--- config.mk ---
export PLATFORM = sky130hd
export DESIGN_NAME = sisc_exec_ctrl
export DESIGN_NICKNAME = d
export VERILOG_FILES = /design/src/rtl/sisc_pkg.sv /design/src/rtl/sisc_alu_core.sv /design/src/rtl/sisc_exec_ctrl.sv
export SDC_FILE = /design/constraint.sdc
export NUM_CORES = 1
export LEC_CHECK = 0
export ABC_CLOCK_PERIOD_IN_PS = 5300
export BUFFER_PORTS_ARGS = -buffer_cell sky130_fd_sc_hd__buf_2
export CAP_MARGIN = 40
export CORE_ASPECT_RATIO = 2
export CORE_MARGIN = 5
export CORE_UTILIZATION = 48
export DETAILED_ROUTE_END_ITERATION = 6
export PLACE_DENSITY = 0.84
export SYNTH_ARGS = -nofsm -noshare
export SYNTH_HDL_FRONTEND = slang
export SYNTH_HIERARCHICAL = 1
export SYNTH_SLANG_ARGS = --single-unit
--- constraint.sdc ---
create_clock -name clk -period 5.3 [get_ports clk]
set_input_delay 0.53 -clock clk [delete_from_list [all_inputs] [get_ports clk]]
set_output_delay 0.53 -clock clk [all_outputs]
set_load 0.01 [all_outputs]
--- src/rtl/sisc_pkg.sv ---
// rtl/sisc_pkg.sv - shared opcodes, sequencer states, alu_op fields and status bit indices
package sisc_pkg;

  localparam logic [3:0] OP_NOP     = 4'b0000;
  localparam logic [3:0] OP_ALU_REG = 4'b0001;
  localparam logic [3:0] OP_ALU_IMM = 4'b0010;
  localparam logic [3:0] OP_BRA     = 4'b0100;
  localparam logic [3:0] OP_BRR     = 4'b0101;
  localparam logic [3:0] OP_BNE     = 4'b0110;
  localparam logic [3:0] OP_BNR     = 4'b0111;
  localparam logic [3:0] OP_HLT     = 4'b1111;

  typedef enum logic [2:0] {
    S_START0,
    S_START1,
    S_FETCH,
    S_DECODE,
    S_EXECUTE,
    S_MEM,
    S_WRITEBACK,
    S_HALT
  } state_t;

  // alu_op[1] selects subtract, alu_op[0] selects the sign-extended immediate
  localparam int ALU_OP_SUB = 1;
  localparam int ALU_OP_IMM = 0;

  // Status vector layout {C,V,N,Z}
  localparam int STS_C = 3;
  localparam int STS_V = 2;
  localparam int STS_N = 1;
  localparam int STS_Z = 0;

endpackage

--- src/rtl/sisc_alu_core.sv ---
// rtl/sisc_alu_core.sv - combinational add/subtract with {C,V,N,Z} flags
module sisc_alu_core
  import sisc_pkg::*;
(
  input  logic [1:0]  alu_op,
  input  logic [31:0] a,
  input  logic [31:0] b_reg,
  input  logic [15:0] imm,
  output logic [31:0] result,
  output logic [3:0]  sts
);

  logic [31:0] b_sel;
  logic [31:0] b_eff;
  logic [32:0] sum;

  // Subtract is A + ~B + 1 so C reads as "no borrow" for subtraction
  always_comb begin
    b_sel  = alu_op[ALU_OP_IMM] ? {{16{imm[15]}}, imm} : b_reg;
    b_eff  = alu_op[ALU_OP_SUB] ? ~b_sel : b_sel;
    sum    = {1'b0, a} + {1'b0, b_eff} + {32'd0, alu_op[ALU_OP_SUB]};
    result = sum[31:0];
    sts        = 4'b0000;
    sts[STS_C] = sum[32];
    sts[STS_V] = (a[31] == b_eff[31]) && (sum[31] != a[31]);
    sts[STS_N] = sum[31];
    sts[STS_Z] = (sum[31:0] == 32'd0);
  end

endmodule

--- src/rtl/sisc_exec_ctrl.sv ---
// rtl/sisc_exec_ctrl.sv - SISC sequencer, instruction decode, ALU and branch target
module sisc_exec_ctrl
  import sisc_pkg::*;
(
  input  logic        clk,
  input  logic        rst_f,
  input  logic [31:0] ir,
  input  logic [3:0]  stat,
  input  logic [31:0] rega,
  input  logic [31:0] regb,
  input  logic [15:0] pc_in,
  output logic        rf_we,
  output logic        wb_sel,
  output logic        rb_sel,
  output logic [1:0]  alu_op,
  output logic        br_sel,
  output logic        pc_rst,
  output logic        pc_write,
  output logic        pc_sel,
  output logic        ir_load,
  output logic [31:0] alu_out,
  output logic [3:0]  alu_sts,
  output logic        stat_en,
  output logic [15:0] br_addr
);

  state_t      state, state_nxt;
  logic [3:0]  opcode;
  logic [3:0]  mm;
  logic [15:0] imm;
  logic        is_alu;
  logic        br_taken;
  logic        cond;

  assign opcode = ir[31:28];
  assign mm     = ir[27:24];
  assign imm    = ir[15:0];
  assign cond   = |(stat & mm);

  // rd/rs fields address the register file outside this block
  logic unused_ir_fields;
  assign unused_ir_fields = ^ir[23:16];

  assign wb_sel = 1'b0;
  assign rb_sel = 1'b0;

  // Opcode classification: ALU ops, branch condition polarity and target mode
  always_comb begin
    is_alu   = 1'b0;
    br_taken = 1'b0;
    br_sel   = 1'b0;
    alu_op   = 2'b00;
    case (opcode)
      OP_ALU_REG: begin is_alu = 1'b1; alu_op = {mm[0], 1'b0}; end
      OP_ALU_IMM: begin is_alu = 1'b1; alu_op = {mm[0], 1'b1}; end
      OP_BRA:     begin br_taken = cond;  br_sel = 1'b1; end
      OP_BRR:     begin br_taken = cond;  end
      OP_BNE:     begin br_taken = ~cond; br_sel = 1'b1; end
      OP_BNR:     begin br_taken = ~cond; end
      OP_NOP, OP_HLT: ;
      default: ;
    endcase
  end

  // Branch target: absolute immediate or PC-relative, wrapping at 16 bits
  assign br_addr = br_sel ? imm : (pc_in + imm);

  sisc_alu_core u_alu (
    .alu_op (alu_op),
    .a      (rega),
    .b_reg  (regb),
    .imm    (imm),
    .result (alu_out),
    .sts    (alu_sts)
  );

  // Sequencer state register; reset aborts any instruction in flight
  always_ff @(posedge clk or negedge rst_f) begin
    if (!rst_f) state <= S_START0;
    else        state <= state_nxt;
  end

  // Next-state and per-state strobes
  always_comb begin
    state_nxt = state;
    pc_rst    = 1'b0;
    pc_write  = 1'b0;
    pc_sel    = 1'b0;
    ir_load   = 1'b0;
    stat_en   = 1'b0;
    rf_we     = 1'b0;
    case (state)
      S_START0: begin
        pc_rst    = 1'b1;
        state_nxt = S_START1;
      end
      S_START1: state_nxt = S_FETCH;
      S_FETCH: begin
        ir_load   = 1'b1;
        pc_write  = 1'b1;
        state_nxt = S_DECODE;
      end
      S_DECODE: begin
        pc_write  = br_taken;
        pc_sel    = br_taken;
        state_nxt = (opcode == OP_HLT) ? S_HALT : S_EXECUTE;
      end
      S_EXECUTE: begin
        stat_en   = is_alu;
        state_nxt = S_MEM;
      end
      S_MEM: state_nxt = S_WRITEBACK;
      S_WRITEBACK: begin
        rf_we     = is_alu;
        state_nxt = S_FETCH;
      end
      S_HALT: state_nxt = S_HALT;
      default: state_nxt = S_START0;
    endcase
  end

endmodule

==> metrics.md <==
| Metric | Value |
|---|---|
| Routed Antenna Nets | `0` |
| Antenna violations before repair | `0` |
| Remaining design rule violation count | `0` |
| Number of fillers in the final layout | `678` |
| Post-layout nets | `848` |
| Start-to-end type of the worst setup path | `in -> out` |
| Clock Path Buffers | `2` |
| Clock network latency to the later pin of the worst-skew pair | `between 0.2 and 0.25 ns` |
| Routability congestion estimate | `0.956` |
| Combined area of all synthesized cells | `3630 um^2` |
| Wire per inst | `15.6 um` |
| Post-Synthesis Mean Instance Area | `7.17 um^2` |
| Final clock period utilization by the worst path | `0.956` |
| Reg clk slew, reported paths | `~0.03 ns` |
| Critical path, cell by cell | `buf_2 > nor4b_4 > buf_6 > buf_12 > mux2i_1 > xnor2_1 > ha_1 > a21oi_1 > o211ai_1 > a221oi_1 > o41a_1 > xnor2_1 > or4_1 > nor4b_2 > and4b_1 > and4_1 > buf_2` |
| Vertical die dimension | `133 um` |
| Dpl cell area | `~4600 um^2` |
| Total routing resource utilization after global routing | `0.233` |
| Type of element capturing the critical path | `output port` |
| Post-Route Skew | `~0.0023 ns` |
| Largest voltage drop on the vdd net | `between 0.0002 and 0.0003 V` |
| Initial DRT Pass Iterations | `5` |
| Vias per std cell | `5.80` |
| Row count | `45` |
| Largest net degree at the start of global routing | `23` |
| DRC violation total after the first TritonRoute iteration | `between 200 and 300` |
| Final number of setup-violating endpoints | `0` |
| Initial core utilization | `0.484` |
| Diodes inserted | `0` |
| I/O pin count | `181` |
| Multi-input gate area in the final layout | `3440 um^2` |
| Unrepaired setup endpoints after global routing | `no` |
| Die outline width | `71.5 um` |
| Power per cell area | `208 nW/um^2` |
| Worst path slowest cell | `sky130_fd_sc_hd__or4_1` |
| TritonCTS clock tree | `built` |
| Pin slew with the least headroom to its limit | `0.562 ns` |
| CTS root buffer | `sky130_fd_sc_hd__clkbuf_16` |
| Worst setup path startpoint | `ir[28]` |
| Final sum of negative setup slack | `0 ns` |
| Top library cells by usage in the layout, fill and taps aside | `sky130_fd_sc_hd__buf_2 (170), sky130_fd_sc_hd__a21oi_1 (56), sky130_fd_sc_hd__xnor2_1 (56)` |
| Most frequent standard cell in the layout excluding fill and tap cells | `sky130_fd_sc_hd__buf_2` |
| Crit-path max FO | `11` |
| Detailed Route WL | `roughly 12000 um` |
| Arrival @ worst endpoint | `4.54 ns` |
| Fraction of layout instances using a drive strength above 1 | `0.316` |
| Grt ovf | `0` |
| Share of flip-flops with an asynchronous set or reset | `1.00` |
| Status | `complete, no violations` |
| Total chip power | `0.000998 W` |
| First-pass GRT wire length | `around 19000 um` |
| YS warnings | `6` |
| Total of hold buffers inserted after clock tree synthesis | `0` |
| Slew Limit Fails | `0` |
| Post-layout minimum cycle time | `5.07 ns` |
| Number of buffer and inverter stages on the critical path | `4` |
| Number of max-cap violations | `0` |
| Classification of the worst-slack hold path | `in -> async` |
| Number of port buffers | `170` |
| H-tree depth | `1` |
| Via count | `4479` |
| Number of flops mapped to enable cells by yosys | `0` |
| Worst hold-check slack | `roughly 0.096 ns` |
| Ys flop type | `sky130_fd_sc_hd__dfrtp_1` |
| Total clock buffers created by CTS | `3` |
| Number of global-route vias before repair | `4164` |
| Worst path required time | `between 4 and 5 ns` |
| Layout area overhead | `32.4%` |
| Cell area after layout | `4800 um^2` |
| Family with the most delay on the worst path | `simple AND/OR/NAND/NOR gates` |
| Dpl hpwl | `9910 um` |
| Hold violation count in the final report | `0` |
| Count of cell types in the netlist | `65` |
| Number of register bits inferred by synthesis | `3` |
| Overall die area | `about 9500 um^2` |
| Slew Limit Headroom | `0.624` |
| Total area of sequential cells | `around 75 um^2` |
| Type of element launching the critical path | `input port` |
| Maximum clock rate | `0.197 GHz` |
| Cells after Synth | `506` |
| Area of the core | `between 7000 and 8000 um^2` |
| Sinks on the clock net | `3` |
| Slowest cell delay on critical path | `between 0.5 and 0.6 ns` |
| Static Leak | `around 2.3 nW` |
| Sequential fraction of the synthesis area | `0.0207` |
==> cell families (layout without fill, tap and decap cells) <==
group / Yosys count / after routing / share of synthesized area
compound gates: 174 / 174 / 0.312
xor+xnor: 70 / 70 / 0.169
fa+ha+maj: 51 / 51 / 0.180
buf+inv: 41 / 212 / 0.0476
flops: 3 / 3 / 0.0207
mux: 21 / 21 / 0.0625
other cells: 1 / 2 / 0.00103
simple gates: 145 / 145 / 0.207
==> cell type report <==
| class | count | share of cell area |
|---|---|---|
| Sequential cell | 3 | 0.0156 |
| Multi-Input combinational cell | 463 | 0.716 |
| Tap cell | 94 | 0.0245 |
| Inverter | 20 | 0.0156 |
| Clock buffer | 4 | 0.0164 |
| Timing Repair Buffer | 188 | 0.211 |
==> routing by layer <==
| metal | vias up | global-route usage | routed length [um] |
|---|---|---|---|
| met5 | - | 0 | 0 |
| met4 | 0 | 0.0377 | 156 |
| met3 | 22 | 0.0259 | 886 |
| met2 | 206 | 0.419 | 6060 |
| met1 | 2029 | 0.296 | 4930 |
| li1 | 2222 | - | - |
==> stage by stage <==
step / util / instances / setup slack, ns
after CTS: 0.626 / 764 / 0.0327
after global routing: 0.641 / 772 / 0.00784
after floorplan: - / 507 / 0.0239
after detailed placement: 0.615 / 760 / 0.0759
final: 0.641 / 772 / 0.232
after global placement: 0.615 / 760 / 0.189
==> synthesized netlist by cell type, types with 4 or more instances <==
cell type	count	area [um^2]
sky130_fd_sc_hd__nor2_1	25	93.8
sky130_fd_sc_hd__inv_1	19	71.3
sky130_fd_sc_hd__a21o_1	15	113
sky130_fd_sc_hd__and3_1	5	31.3
sky130_fd_sc_hd__nor3_1	6	30.0
sky130_fd_sc_hd__xor2_1	14	123
sky130_fd_sc_hd__xnor2_1	56	490
sky130_fd_sc_hd__mux2i_1	17	170
sky130_fd_sc_hd__a211oi_1	4	30.0
sky130_fd_sc_hd__nor4_1	5	31.3
sky130_fd_sc_hd__clkbuf_1	12	45.0
sky130_fd_sc_hd__o21bai_1	5	37.5
sky130_fd_sc_hd__ha_1	49	613
sky130_fd_sc_hd__o21a_1	10	75.1
sky130_fd_sc_hd__nand4_1	7	43.8
sky130_fd_sc_hd__nor2b_1	6	37.5
sky130_fd_sc_hd__buf_1	5	18.8
sky130_fd_sc_hd__nand2_1	42	158
sky130_fd_sc_hd__a21oi_1	56	280
sky130_fd_sc_hd__a31oi_1	5	31.3
sky130_fd_sc_hd__o21ai_0	37	185
sky130_fd_sc_hd__nand3_1	13	65.1
sky130_fd_sc_hd__nand2b_1	4	25.0
sky130_fd_sc_hd__o211ai_1	7	52.6
sky130_fd_sc_hd__or3_1	8	50.1
sky130_fd_sc_hd__and2_1	10	62.6
==> path summary, 6_finish.rpt <==
| kind | slack [ns] | to | depth (start not counted) |
|---|---|---|---|
| max | 0.23 | alu_sts[0] | 17 |
| min | 0.1 | asynchronous set/reset pin | 1 |
| max reg2reg | 4.26 | state[1] | 3 |
| min reg2reg | 0.65 | state[1] | 1 |
| max in group asynchronous | 5.09 | state[0] | 1 |
| min in group clk | 0.65 | state[1] | 1 |
==> power breakdown <==
part / internal [W] / switching, W / leakage (nW)
Clock: 0.0000995 / 0.0000234 / 0.0382
Combinational: 0.000363 / 0.000456 / 2.18
Sequential: 0.0000348 / 0.0000215 / 0.0346
==> timing repair <==
item / 4_1_cts / 5_1_grt
resized for setup: 0 / 15
buffers inserted: 0 / 8
setup endpoints to repair: 0 / 2
No activity file was read; power rests on OpenSTA's default activity.
